**src/rtl/mips_pkg.sv**
```systemverilog
// Shared MIPS pipeline definitions: MEM-stage access states, alignment mask and timing defaults.
package mips_pkg;

    typedef enum logic [1:0] {
        IDLE = 2'd0,
        REQ  = 2'd1,
        DONE = 2'd2
    } mau_state_e;

    localparam logic [1:0]  WORD_ALIGN_MASK = 2'b11;
    localparam int unsigned DEF_DATA_W      = 32;
    localparam int unsigned DEF_TIMEOUT_CYC = 64;
    localparam int unsigned TIMEOUT_CTR_W   = 8;

    function automatic logic is_word_aligned(input logic [1:0] addr_lsb);
        return (addr_lsb & WORD_ALIGN_MASK) == 2'b00;
    endfunction

endpackage

```
**src/rtl/mem_timeout_ctr.sv**
```systemverilog
// Counts REQ cycles without an ack; tc_c fires in the cycle the count sits at TIMEOUT_CYC-1.
module mem_timeout_ctr
    import mips_pkg::*;
#(
    parameter int unsigned TIMEOUT_CYC = DEF_TIMEOUT_CYC
) (
    input  logic clk,
    input  logic rst,
    input  logic clear,
    input  logic enable,
    output logic tc_c
);

    localparam logic [TIMEOUT_CTR_W-1:0] TC_VAL = TIMEOUT_CTR_W'(TIMEOUT_CYC - 1);

    logic [TIMEOUT_CTR_W-1:0] count;

    always_ff @(posedge clk) begin
        if (rst || clear) begin
            count <= '0;
        end else if (enable) begin
            count <= count + TIMEOUT_CTR_W'(1);
        end
    end

    assign tc_c = enable && (count == TC_VAL);

endmodule

```
**src/rtl/mem_access_unit.sv**
```systemverilog
// MEM-stage data-memory access unit: issues req/ack word accesses, stalls the pipeline while one is
// outstanding, returns load data and flags misaligned addresses and bus timeouts.
module mem_access_unit
    import mips_pkg::*;
#(
    parameter int unsigned DATA_W      = DEF_DATA_W,
    parameter int unsigned TIMEOUT_CYC = DEF_TIMEOUT_CYC
) (
    input  logic              clk,
    input  logic              rst,
    input  logic              memwrite_m,
    input  logic              memtoreg_m,
    input  logic [DATA_W-1:0] alu_out_m,
    input  logic [DATA_W-1:0] wdata_m,
    output logic              stall_m,
    output logic [DATA_W-1:0] rdata_m,
    output logic              addr_err,
    output logic              bus_err,
    output logic              mem_req,
    output logic              mem_we,
    output logic [DATA_W-1:0] mem_addr,
    output logic [DATA_W-1:0] mem_wdata,
    input  logic [DATA_W-1:0] mem_rdata,
    input  logic              mem_ack
);

    mau_state_e state;

    logic access_c;
    logic aligned_c;
    logic ctr_en_c;
    logic ctr_clr_c;
    logic tc_c;

    assign access_c  = memwrite_m | memtoreg_m;
    assign aligned_c = is_word_aligned(alu_out_m[1:0]);
    assign ctr_en_c  = (state == REQ) && !mem_ack;
    assign ctr_clr_c = (state != REQ);

    // Hazard unit needs the stall in the same cycle the access is presented.
    always_comb begin
        stall_m = 1'b0;
        case (state)
            IDLE:    stall_m = access_c && aligned_c;
            REQ:     stall_m = 1'b1;
            default: stall_m = 1'b0;
        endcase
    end

    mem_timeout_ctr #(
        .TIMEOUT_CYC (TIMEOUT_CYC)
    ) u_timeout_ctr (
        .clk    (clk),
        .rst    (rst),
        .clear  (ctr_clr_c),
        .enable (ctr_en_c),
        .tc_c   (tc_c)
    );

    // Access sequencer; ack takes priority over a coincident timeout.
    always_ff @(posedge clk) begin
        if (rst) begin
            state     <= IDLE;
            mem_req   <= 1'b0;
            mem_we    <= 1'b0;
            mem_addr  <= '0;
            mem_wdata <= '0;
            rdata_m   <= '0;
            addr_err  <= 1'b0;
            bus_err   <= 1'b0;
        end else begin
            addr_err <= 1'b0;
            case (state)
                IDLE: begin
                    if (access_c) begin
                        if (aligned_c) begin
                            mem_req   <= 1'b1;
                            mem_we    <= memwrite_m;
                            mem_addr  <= alu_out_m;
                            mem_wdata <= wdata_m;
                            state     <= REQ;
                        end else begin
                            addr_err  <= 1'b1;
                        end
                    end
                end
                REQ: begin
                    if (mem_ack) begin
                        mem_req <= 1'b0;
                        if (!mem_we) begin
                            rdata_m <= mem_rdata;
                        end
                        state   <= DONE;
                    end else if (tc_c) begin
                        mem_req <= 1'b0;
                        bus_err <= 1'b1;
                        if (!mem_we) begin
                            rdata_m <= '0;
                        end
                        state   <= DONE;
                    end
                end
                DONE: begin
                    state <= IDLE;
                end
                default: begin
                    state <= IDLE;
                end
            endcase
        end
    end

endmodule

```
**config.mk**
```make
export PLATFORM = sky130hd
export DESIGN_NAME = mem_access_unit
export DESIGN_NICKNAME = d
export VERILOG_FILES = /design/src/rtl/mips_pkg.sv /design/src/rtl/mem_timeout_ctr.sv /design/src/rtl/mem_access_unit.sv
export SDC_FILE = /design/constraint.sdc
export NUM_CORES = 1
export LEC_CHECK = 0
export ABC_AREA = 1
export CAP_MARGIN = 10
export CORE_MARGIN = 4
export CORE_UTILIZATION = 46
export CTS_BUF_LIST = sky130_fd_sc_hd__clkbuf_4 sky130_fd_sc_hd__clkbuf_8
export CTS_CLUSTER_DIAMETER = 100
export CTS_CLUSTER_SIZE = 30
export DETAILED_ROUTE_END_ITERATION = 8
export GPL_TIMING_DRIVEN = 0
export PLACE_DENSITY = 0.95
export SLEW_MARGIN = 20
export SYNTH_ARGS = -nofsm -noshare
export SYNTH_HDL_FRONTEND = slang
export SYNTH_SLANG_ARGS = --single-unit
```
**constraint.sdc**
```tcl
create_clock -name clk -period 5.5 [get_ports clk]
set_input_delay 1.65 -clock clk [delete_from_list [all_inputs] [get_ports clk]]
set_output_delay 1.65 -clock clk [all_outputs]
set_load 0.01 [all_outputs]
```
==> results of run 1 <==
==> power groups by stage <==
stage          logic (mW)  clock network [mW]  registers [mW]
2_1_floorplan      0.0982                   0           0.895
4_1_cts             0.306               0.514           0.859
3_3_place_gp        0.298                   0           0.875
6_report            0.305               0.500           0.859
5_1_grt             0.333               0.548           0.864
3_5_place_dp        0.303                   0           0.876
==> through the flow <==
step	worst slack (ns)	util [%]	cells
finish	0.196	72.8	951
global route	0.0875	72.8	951
CTS	0.178	72.8	951
detailed placement	0.178	70.6	935
global placement	0.199	70.6	935
floorplan	1.32	-	606
==> state kept, by name, indices dropped and copies added (netlist names) <==
signal / count
u_timeout_ctr.count: 8
mem_wdata: 32
mem_we: 1
rdata_m: 32
bus_err: 1
mem_addr: 32
state: 2
mem_req: 1
addr_err: 1
==> metal layers <==
metal | part of all wire [%] | GRT usage, % | vias up
met4 | 1.6 | 6.75 | 0
li1 | - | - | 2301
met2 | 48 | 41.1 | 188
met3 | 11 | 9.80 | 19
met1 | 39 | 26.2 | 2047
met5 | 0 | 0 | -
==> cells by family (layout without fill, tap and decap cells) <==
kind of cell | Yosys count | in the layout | synth area share, %
simple gates | 330 | 330 | 31.2
flops | 110 | 110 | 50.5
buf+inv | 83 | 299 | 8.38
compound gates | 81 | 81 | 9.39
fa+ha+maj | 1 | 1 | 0.287
xor+xnor | 1 | 1 | 0.201
==> Yosys cell counts (all sizes together) <==
library cell  instances
a21oi                12
buf                  13
clkbuf               24
dfxtp               110
ha                    1
inv                  46
nand2               117
nand3                39
nand3b                1
nor2                169
nor3                  2
nor3b                 1
o21ai                69
or2                   1
xor2                  1
==> worst register-to-register path: stages, from the launching register on <==
cell and delay (ns):
dfxtp_1 0.36, nor2_2 0.17, o21ai_2 0.10, nor2_4 0.24, inv_2 0.11, clkbuf_1 0.29, nor2_1 0.21, nor2_1 0.07
==> path summary, 6_finish.rpt <==
path	start	end	cells after the start
min reg2reg	mem_addr[1]$_SDFFE_PP0P_	mem_addr[1]$_SDFFE_PP0P_	2
max reg2reg	state[1]$_SDFFE_PP0P_	mem_addr[30]$_SDFFE_PP0P_	7
max	alu_out_m[0]	stall_m	8
min	mem_addr[1]$_SDFFE_PP0P_	mem_addr[1]$_SDFFE_PP0P_	2
==> cell type report <==
class / count / area (um^2)
Clock inverter: 7 / 82.6
Tap cell: 129 / 161
Inverter: 46 / 173
Fill cell: 681 / 2510
Multi-Input combinational cell: 413 / 1790
Timing Repair Buffer: 200 / 2000
Buffer: 37 / 193
Clock buffer: 9 / 124
Sequential cell: 110 / 2200
==> impl_metrics.env, run 1 <==
export IMPL_status="finished, final reports clean"
export IMPL_start_kind="input pin"
export IMPL_dieWidth_um=105
export IMPL_power_density_mw_per_mm2=247
export IMPL_hold_class="register to register"
export IMPL_synthCells=606
export IMPL_switching_share_pct=26.5
export IMPL_routedWlPerCell_um=13.9
export IMPL_syn2layout_area_growth_pct=54.4
export IMPL_drtIter0Drc=180
export IMPL_maxCapViolCount=0
export IMPL_synth_avg_cell_area_um2=7.19
export IMPL_mostFrequentLayoutCell="clkdlybuf4s50_1"
export IMPL_clock_tree_root_cell="clkbuf_8"
export IMPL_p_leak_nw=2.87
export IMPL_first_pass_iters=6
export IMPL_cts_resized=0
export IMPL_critical_path_class="input pin to output port"
export IMPL_critPathBufInv=5
export IMPL_fp_dieH_um=105
export IMPL_numClockSinks=110
export IMPL_htree_levels=3
export IMPL_gp_congestion=0.805
export IMPL_fin_crit_ns=5.30
export IMPL_final_cell_mix="clkdlybuf4s50_1 (200), nor2_1 (164), nand2_1 (114), dfxtp_1 (110), o21ai_0 (68)"
export IMPL_clockBufferDepth=2
export IMPL_p_sw_mw=0.441
export IMPL_p_total_mw=1.66
export IMPL_skew_ns=0.0110
export IMPL_core_area_mm2=0.00924
export IMPL_cts_buffers=9
export IMPL_yosysTopAreaCell="dfxtp_1"
export IMPL_first_global_vias=4549
export IMPL_cp_arrival_ns=3.65
export IMPL_synth_seq_cells=110
export IMPL_placed_cell_area_mm2=0.00652
export IMPL_p_clk_share_pct=30.1
export IMPL_dp_hpwl_um=10000
export IMPL_syn_cell_area_mm2=0.00436
export IMPL_slew_headroom_pct=61.2
export IMPL_vias=4555
export IMPL_hold_buffers=0
export IMPL_pwr_share_seq_pct=51.6
export IMPL_post_drt_via_cell_ratio=4.79
export IMPL_track_usage_pct=23.6
export IMPL_antenna_cells=0
export IMPL_hold_worst_slack_ns=0.466
export IMPL_final_net_count=919
export IMPL_drv_slew=0
export IMPL_crit_path_top_delay_cell="clkdlybuf4s50_1"
export IMPL_cp_max_fo=10
export IMPL_ant_nets=0
export IMPL_finalCritPeriodShare_pct=96.4
export IMPL_synthesis_nets=708
export IMPL_grt_max_degree=20
export IMPL_crit_chain="clkdlybuf4s50_1 > or2_1 > nor2_4 > inv_2 > buf_6 > buf_6 > nand2_1 > clkdlybuf4s50_1"
export IMPL_rsz0062_at_grt="no"
export IMPL_yosysUniqueCellTypes=23
export IMPL_ir_worst_vdd_uv=179
export IMPL_slowest_delay_ns=0.56
export IMPL_antenna_found_initial=0
export IMPL_timing_worst_slew_pin_value_ns=0.582
export IMPL_fmax_mhz=189
export IMPL_cp_end_kind="output port"
export IMPL_drcViolationCount=0
export IMPL_synth_area_leaders="dfxtp_1 (51%), nor2_1 (14%), nand2_1 (9.8%)"
export IMPL_power_frac_comb_pct=18.3
export IMPL_ioPinCount=202
export IMPL_regToRegSetupSlack_ns=3.87
export IMPL_crit_required_ns=3.85
export IMPL_grt_pass1_wl_um=21400
export IMPL_cts_setup_buffers=0
export IMPL_clk_latency_ns=0.36
export IMPL_tritoncts="yes"
export IMPL_drt_total_wl_um=13200
export IMPL_hold_viol=0
export IMPL_intPower_mw=1.22
export IMPL_yosysWarnings=0
export IMPL_cp_top_family="buffers and inverters"
export IMPL_seq_area_frac_synth_pct=50.5
export IMPL_synth_top_area_share_pct=50.5
export IMPL_setup_viol=0
export IMPL_drive_above_1_share_pct=4.99
export IMPL_start_util_pct=47.2
export IMPL_cts_clk_slew_worst_paths_ns=0.09
export IMPL_setup_tns_ns=0
export IMPL_final_area_mm2=0.00673
export IMPL_gr_total_overflow=0
export IMPL_die_area_mm2=0.0111
export IMPL_fp_row_count=35
export IMPL_io_buffer_count=200
(Power assumes the default switching activity.)
==> run 2: changes to the inputs <==
--- a/config.mk
+++ b/config.mk
@@ -15,6 +15,7 @@
 export DETAILED_ROUTE_END_ITERATION = 8
 export GPL_TIMING_DRIVEN = 0
 export PLACE_DENSITY = 0.95
+export REMOVE_ABC_BUFFERS = 1
 export SLEW_MARGIN = 20
 export SYNTH_ARGS = -nofsm -noshare
 export SYNTH_HDL_FRONTEND = slang
==> run 2 against run 1 <==
  * Wire length down 0.78%
  * Critical path depth is 2 lower
  * Global-route usage fell by 0.54 points
  * Critical path type unchanged
  * Critical endpoint unchanged
  * Largest power group unchanged
==> impl_metrics.env, run 2 (same netlist as run 1, synthesis figures left out) <==
export IMPL_status="finished, final reports clean"
export IMPL_fmax_mhz=189
export IMPL_slew_headroom_pct=44.5
export IMPL_final_area_mm2=0.00653
export IMPL_drt_total_wl_um=13100
export IMPL_p_leak_nw=2.77
export IMPL_fp_dieH_um=105
export IMPL_skew_ns=0.0116
export IMPL_placed_cell_area_mm2=0.00633
export IMPL_mostFrequentLayoutCell="clkdlybuf4s50_1"
export IMPL_ioPinCount=202
export IMPL_drive_above_1_share_pct=4.19
export IMPL_first_pass_iters=8
export IMPL_cp_max_fo=68
export IMPL_power_density_mw_per_mm2=242
export IMPL_grt_pass1_wl_um=21000
export IMPL_fin_ws_ns=0.214
export IMPL_vias=4450
export IMPL_fin_crit_ns=5.29
export IMPL_drtIter0Drc=210
export IMPL_ant_nets=0
export IMPL_clock_tree_root_cell="clkbuf_8"
export IMPL_tritoncts="yes"
export IMPL_post_drt_via_cell_ratio=4.85
export IMPL_hold_buffers=0
export IMPL_gr_total_overflow=0
export IMPL_track_usage_pct=23.0
export IMPL_dieWidth_um=105
export IMPL_dp_hpwl_um=9180
export IMPL_timing_worst_slew_pin_value_ns=0.831
export IMPL_core_area_mm2=0.00924
export IMPL_cts_clk_slew_worst_paths_ns=0.09
export IMPL_clk_latency_ns=0.35
export IMPL_cp_end_kind="output port"
export IMPL_numClockSinks=110
export IMPL_final_net_count=886
export IMPL_die_area_mm2=0.0111
export IMPL_cp_arrival_ns=3.64
export IMPL_hold_viol=0
export IMPL_critical_path_class="input pin to output port"
export IMPL_hold_class="register to register"
export IMPL_dpl_worst_slack_ns=-0.931
export IMPL_crit_required_ns=3.85
export IMPL_gp_congestion=0.775
export IMPL_first_global_vias=4362
export IMPL_start_util_pct=47.2
export IMPL_drcViolationCount=0
export IMPL_fp_row_count=35
export IMPL_final_cell_mix="clkdlybuf4s50_1 (199), nor2_1 (164), nand2_1 (114), dfxtp_1 (110), o21ai_0 (68)"
export IMPL_cts_buffers=9
export IMPL_syn2layout_area_growth_pct=49.7
export IMPL_htree_levels=3
export IMPL_io_buffer_count=201
export IMPL_ir_worst_vdd_uv=125
export IMPL_clockBufferDepth=2
export IMPL_start_kind="input pin"
export IMPL_grt_max_degree=69
export IMPL_finalCritPeriodShare_pct=96.1
export IMPL_setup_viol=0
export IMPL_reg_top3="mem_addr (32), mem_wdata (32), rdata_m (32)"
export IMPL_rsz0062_at_grt="no"
export IMPL_drv_slew=0
export IMPL_antenna_cells=0
export IMPL_maxCapViolCount=0
export IMPL_antenna_found_initial=0
export IMPL_routedWlPerCell_um=14.3
-- run 2: layout make-up --
cell class                 count  area, um^2
tap                          129         161
clock buffer                   9         124
clock inverter                 6        38.8
timing repair buffer         202        2010
fill                         706        2710
multi-input combinational    415        1810
inverter                      46         178
sequential                   110        2200
-- run 2: critical path: stages --
cell and delay [ns]:
clkdlybuf4s50_1 0.47, o21ai_2 0.41, nor2_4 0.11, inv_6 0.36, nand2_1 0.09, clkdlybuf4s50_1 0.49
-- run 2: power breakdown --
| group | leakage (nW) | switching, mW | internal [mW] |
|---|---|---|---|
| Combinational | 1.79 | 0.136 | 0.160 |
| Clock | 0.0813 | 0.263 | 0.162 |
| Sequential | 0.898 | 0.0208 | 0.838 |
| Total | 2.77 | 0.420 | 1.16 |
-- run 2: timing repair --
action | CTS | global route
gates cloned | 2 | 0
pin swaps | 1 | 0
resized for setup | 1 | 1
setup buffers | 1 | 0
setup endpoints to repair | 1 | 1
-- run 2: worst paths after layout --
path,startpoint,depth (start not counted),slack [ns],endpoint
worst max-delay path,memwrite_m,6,0.21,stall_m
worst min-delay path,bus_err$_SDFFE_PP0P_,2,0.46,bus_err$_SDFFE_PP0P_
worst max register to register,state[0]$_SDFFE_PP0P_,6,3.54,rdata_m[24]$_SDFFE_PP0P_
worst min register to register,bus_err$_SDFFE_PP0P_,2,0.46,bus_err$_SDFFE_PP0P_
-- run 2: metrics by stage --
step	util (%)	total power, mW	std cells	TNS (ns)	hold WS (ns)
2_1_floorplan	-	0.976	569	0	0.445
3_3_place_gp	68.6	1.16	899	-0.841	0.439
3_5_place_dp	68.6	1.17	899	-0.931	0.443
4_1_cts	70.6	1.59	917	0	0.460
5_1_grt	70.6	1.65	917	0	0.471
6_report	70.6	1.58	917	0	0.461
-- run 2: per-layer routing --
metal | GRT usage, % | up-vias | part of all wire, %
met4 | 7.40 | 0 | 1.4
met3 | 5.94 | 17 | 8.9
met2 | 41.3 | 198 | 49
met5 | 0 | - | 0
li1 | - | 2229 | -
met1 | 26.6 | 2006 | 40
==> run 3: changes to the inputs <==
--- a/config.mk
+++ b/config.mk
@@ -7,15 +7,16 @@
 export LEC_CHECK = 0
 export ABC_AREA = 1
 export CAP_MARGIN = 10
-export CORE_MARGIN = 4
+export CORE_MARGIN = 10
 export CORE_UTILIZATION = 46
 export CTS_BUF_LIST = sky130_fd_sc_hd__clkbuf_4 sky130_fd_sc_hd__clkbuf_8
-export CTS_CLUSTER_DIAMETER = 100
+export CTS_CLUSTER_DIAMETER = 30
 export CTS_CLUSTER_SIZE = 30
 export DETAILED_ROUTE_END_ITERATION = 8
 export GPL_TIMING_DRIVEN = 0
 export PLACE_DENSITY = 0.95
 export REMOVE_ABC_BUFFERS = 1
+export SKIP_CTS_REPAIR_TIMING = 1
 export SLEW_MARGIN = 20
 export SYNTH_ARGS = -nofsm -noshare
 export SYNTH_HDL_FRONTEND = slang
==> run 3 against run 2 <==
  * Sequential share of layout area decreased by 0.17 points
  * Combinational power about the same
  * Largest cell class unchanged
  * Final cell count unchanged
  * Largest power group unchanged
==> impl_metrics.env, run 3 (same netlist as run 1, synthesis figures left out) <==
export IMPL_pwr_share_seq_pct=53.8
export IMPL_p_total_mw=1.60
export IMPL_switching_share_pct=27.0
export IMPL_grt_pass1_wl_um=22300
export IMPL_htree_levels=3
export IMPL_met1_usage_pct=22.7
export IMPL_clock_tree_root_cell="clkbuf_8"
export IMPL_maxCapViolCount=0
export IMPL_rsz0062_at_grt="no"
export IMPL_cp_arrival_ns=3.80
export IMPL_timing_worst_slew_pin_value_ns=0.775
export IMPL_p_sw_mw=0.431
export IMPL_gr_usage_met2_pct=30.5
export IMPL_syn2layout_area_growth_pct=50.5
export IMPL_drcViolationCount=0
export IMPL_grt_max_degree=69
export IMPL_cp_end_kind="output port"
export IMPL_hold_class="register to register"
export IMPL_core_area_mm2=0.00924
export IMPL_ant_nets=0
export IMPL_skew_ns=0.0174
export IMPL_fin_crit_ns=5.45
export IMPL_final_net_count=886
export IMPL_gr_total_overflow=0
export IMPL_busiest_layer="met2"
export IMPL_intPower_mw=1.17
export IMPL_clockBufferDepth=2
export IMPL_mostFrequentLayoutCell="clkdlybuf4s50_1"
export IMPL_regToRegSetupSlack_ns=3.57
export IMPL_p_clk_share_pct=27.5
export IMPL_reg_top3="mem_addr (32), mem_wdata (32), rdata_m (32)"
export IMPL_power_density_mw_per_mm2=243
export IMPL_setup_viol=0
export IMPL_first_global_vias=4472
export IMPL_drt_total_wl_um=14200
export IMPL_fp_dieH_um=117
export IMPL_power_frac_comb_pct=18.7
export IMPL_tritoncts="yes"
export IMPL_antenna_found_initial=0
export IMPL_fmax_mhz=184
export IMPL_critical_path_class="input pin to output port"
export IMPL_status="finished, final reports clean"
export IMPL_track_usage_pct=19.1
export IMPL_vias=4524
export IMPL_die_area_mm2=0.0138
export IMPL_drtIter0Drc=406
export IMPL_drv_slew=0
export IMPL_final_cell_mix="clkdlybuf4s50_1 (199), nor2_1 (164), nand2_1 (114), dfxtp_1 (110), o21ai_0 (68)"
export IMPL_clk_latency_ns=0.35
export IMPL_antenna_cells=0
export IMPL_cp_max_fo=68
export IMPL_cts_clk_slew_worst_paths_ns=0.11
export IMPL_fillers=679
export IMPL_hold_viol=0
export IMPL_gp_congestion=0.795
export IMPL_setup_tns_ns=0
export IMPL_slew_headroom_pct=48.2
export IMPL_numClockSinks=110
export IMPL_routedWlPerCell_um=15.4
export IMPL_start_kind="input pin"
export IMPL_cts_buffers=9
export IMPL_io_buffer_count=201
export IMPL_finalCritPeriodShare_pct=99.0
export IMPL_ir_worst_vdd_uv=133
export IMPL_fp_row_count=35
export IMPL_grtUsageMet3_pct=8.06
export IMPL_p_leak_nw=2.78
export IMPL_start_util_pct=47.2
export IMPL_post_drt_via_cell_ratio=4.93
export IMPL_first_pass_iters=4
export IMPL_crit_required_ns=3.85
export IMPL_drive_above_1_share_pct=4.19
export IMPL_ioPinCount=202
export IMPL_dieWidth_um=117
export IMPL_dp_hpwl_um=10300
[run 3: cell count changes in the layout (fill, tap and decap cells not counted)]
cell | previous run | this run
buf_12 | 0 | 2
buf_4 | 1 | 0
clkinv_2 | 3 | 1
clkinv_4 | 0 | 2
inv_6 | 2 | 0
inv_8 | 0 | 2
nor2_4 | 3 | 2
[run 3: worst paths after layout]
kind	endpoint	from	cells after the start
max	stall_m	memwrite_m	7
min	bus_err$_SDFFE_PP0P_	bus_err$_SDFFE_PP0P_	2
max reg2reg	rdata_m[6]$_SDFFE_PP0P_	state[0]$_SDFFE_PP0P_	6
min reg2reg	bus_err$_SDFFE_PP0P_	bus_err$_SDFFE_PP0P_	2
[run 3: power by group through the flow]
| stage | clock, mW | sequential (mW) | combinational (mW) |
|---|---|---|---|
| after detailed placement | 0 | 0.877 | 0.295 |
| after global placement | 0 | 0.874 | 0.287 |
| final | 0.440 | 0.859 | 0.299 |
| after global routing | 0.482 | 0.864 | 0.324 |
| after floorplan | 0 | 0.895 | 0.0817 |
| after CTS | 0.452 | 0.859 | 0.297 |
[run 3: final cells by class]
cell class,instances,area (um^2),area share (%)
inverters,46,180,2.75
clock buffers,9,124,1.89
repair buffers,203,2040,31.1
clock inverters,6,48.8,0.744
multi-input cells,414,1800,27.5
well taps,129,161,2.46
flip-flops and latches,110,2200,33.6
[run 3: layer usage]
layer / up-vias / wire, um
li1: 2226 / -
met1: 2054 / 6050
met2: 222 / 6360
met3: 22 / 1480
met4: 0 / 275
met5: - / 0
[run 3: stage by stage]
stage | std cells | util, % | worst slack, ns | cell area, um^2 | hold slack [ns]
floorplan | 569 | - | 0.608 | 4170 | 0.445
global placement | 899 | 68.6 | -0.938 | 6340 | 0.438
detailed placement | 900 | 68.8 | -0.970 | 6350 | 0.449
CTS | 915 | 70.6 | -0.973 | 6530 | 0.468
global route | 917 | 71.0 | 0.0150 | 6560 | 0.484
finish | 917 | 71.0 | 0.0538 | 6560 | 0.462
[run 3: critical path, cell delays in order]
cell,delay (ns)
clkdlybuf4s50_1,0.51
o21ai_2,0.36
nor2_4,0.14
buf_12,0.20
inv_8,0.30
nand2_1,0.08
clkdlybuf4s50_1,0.49
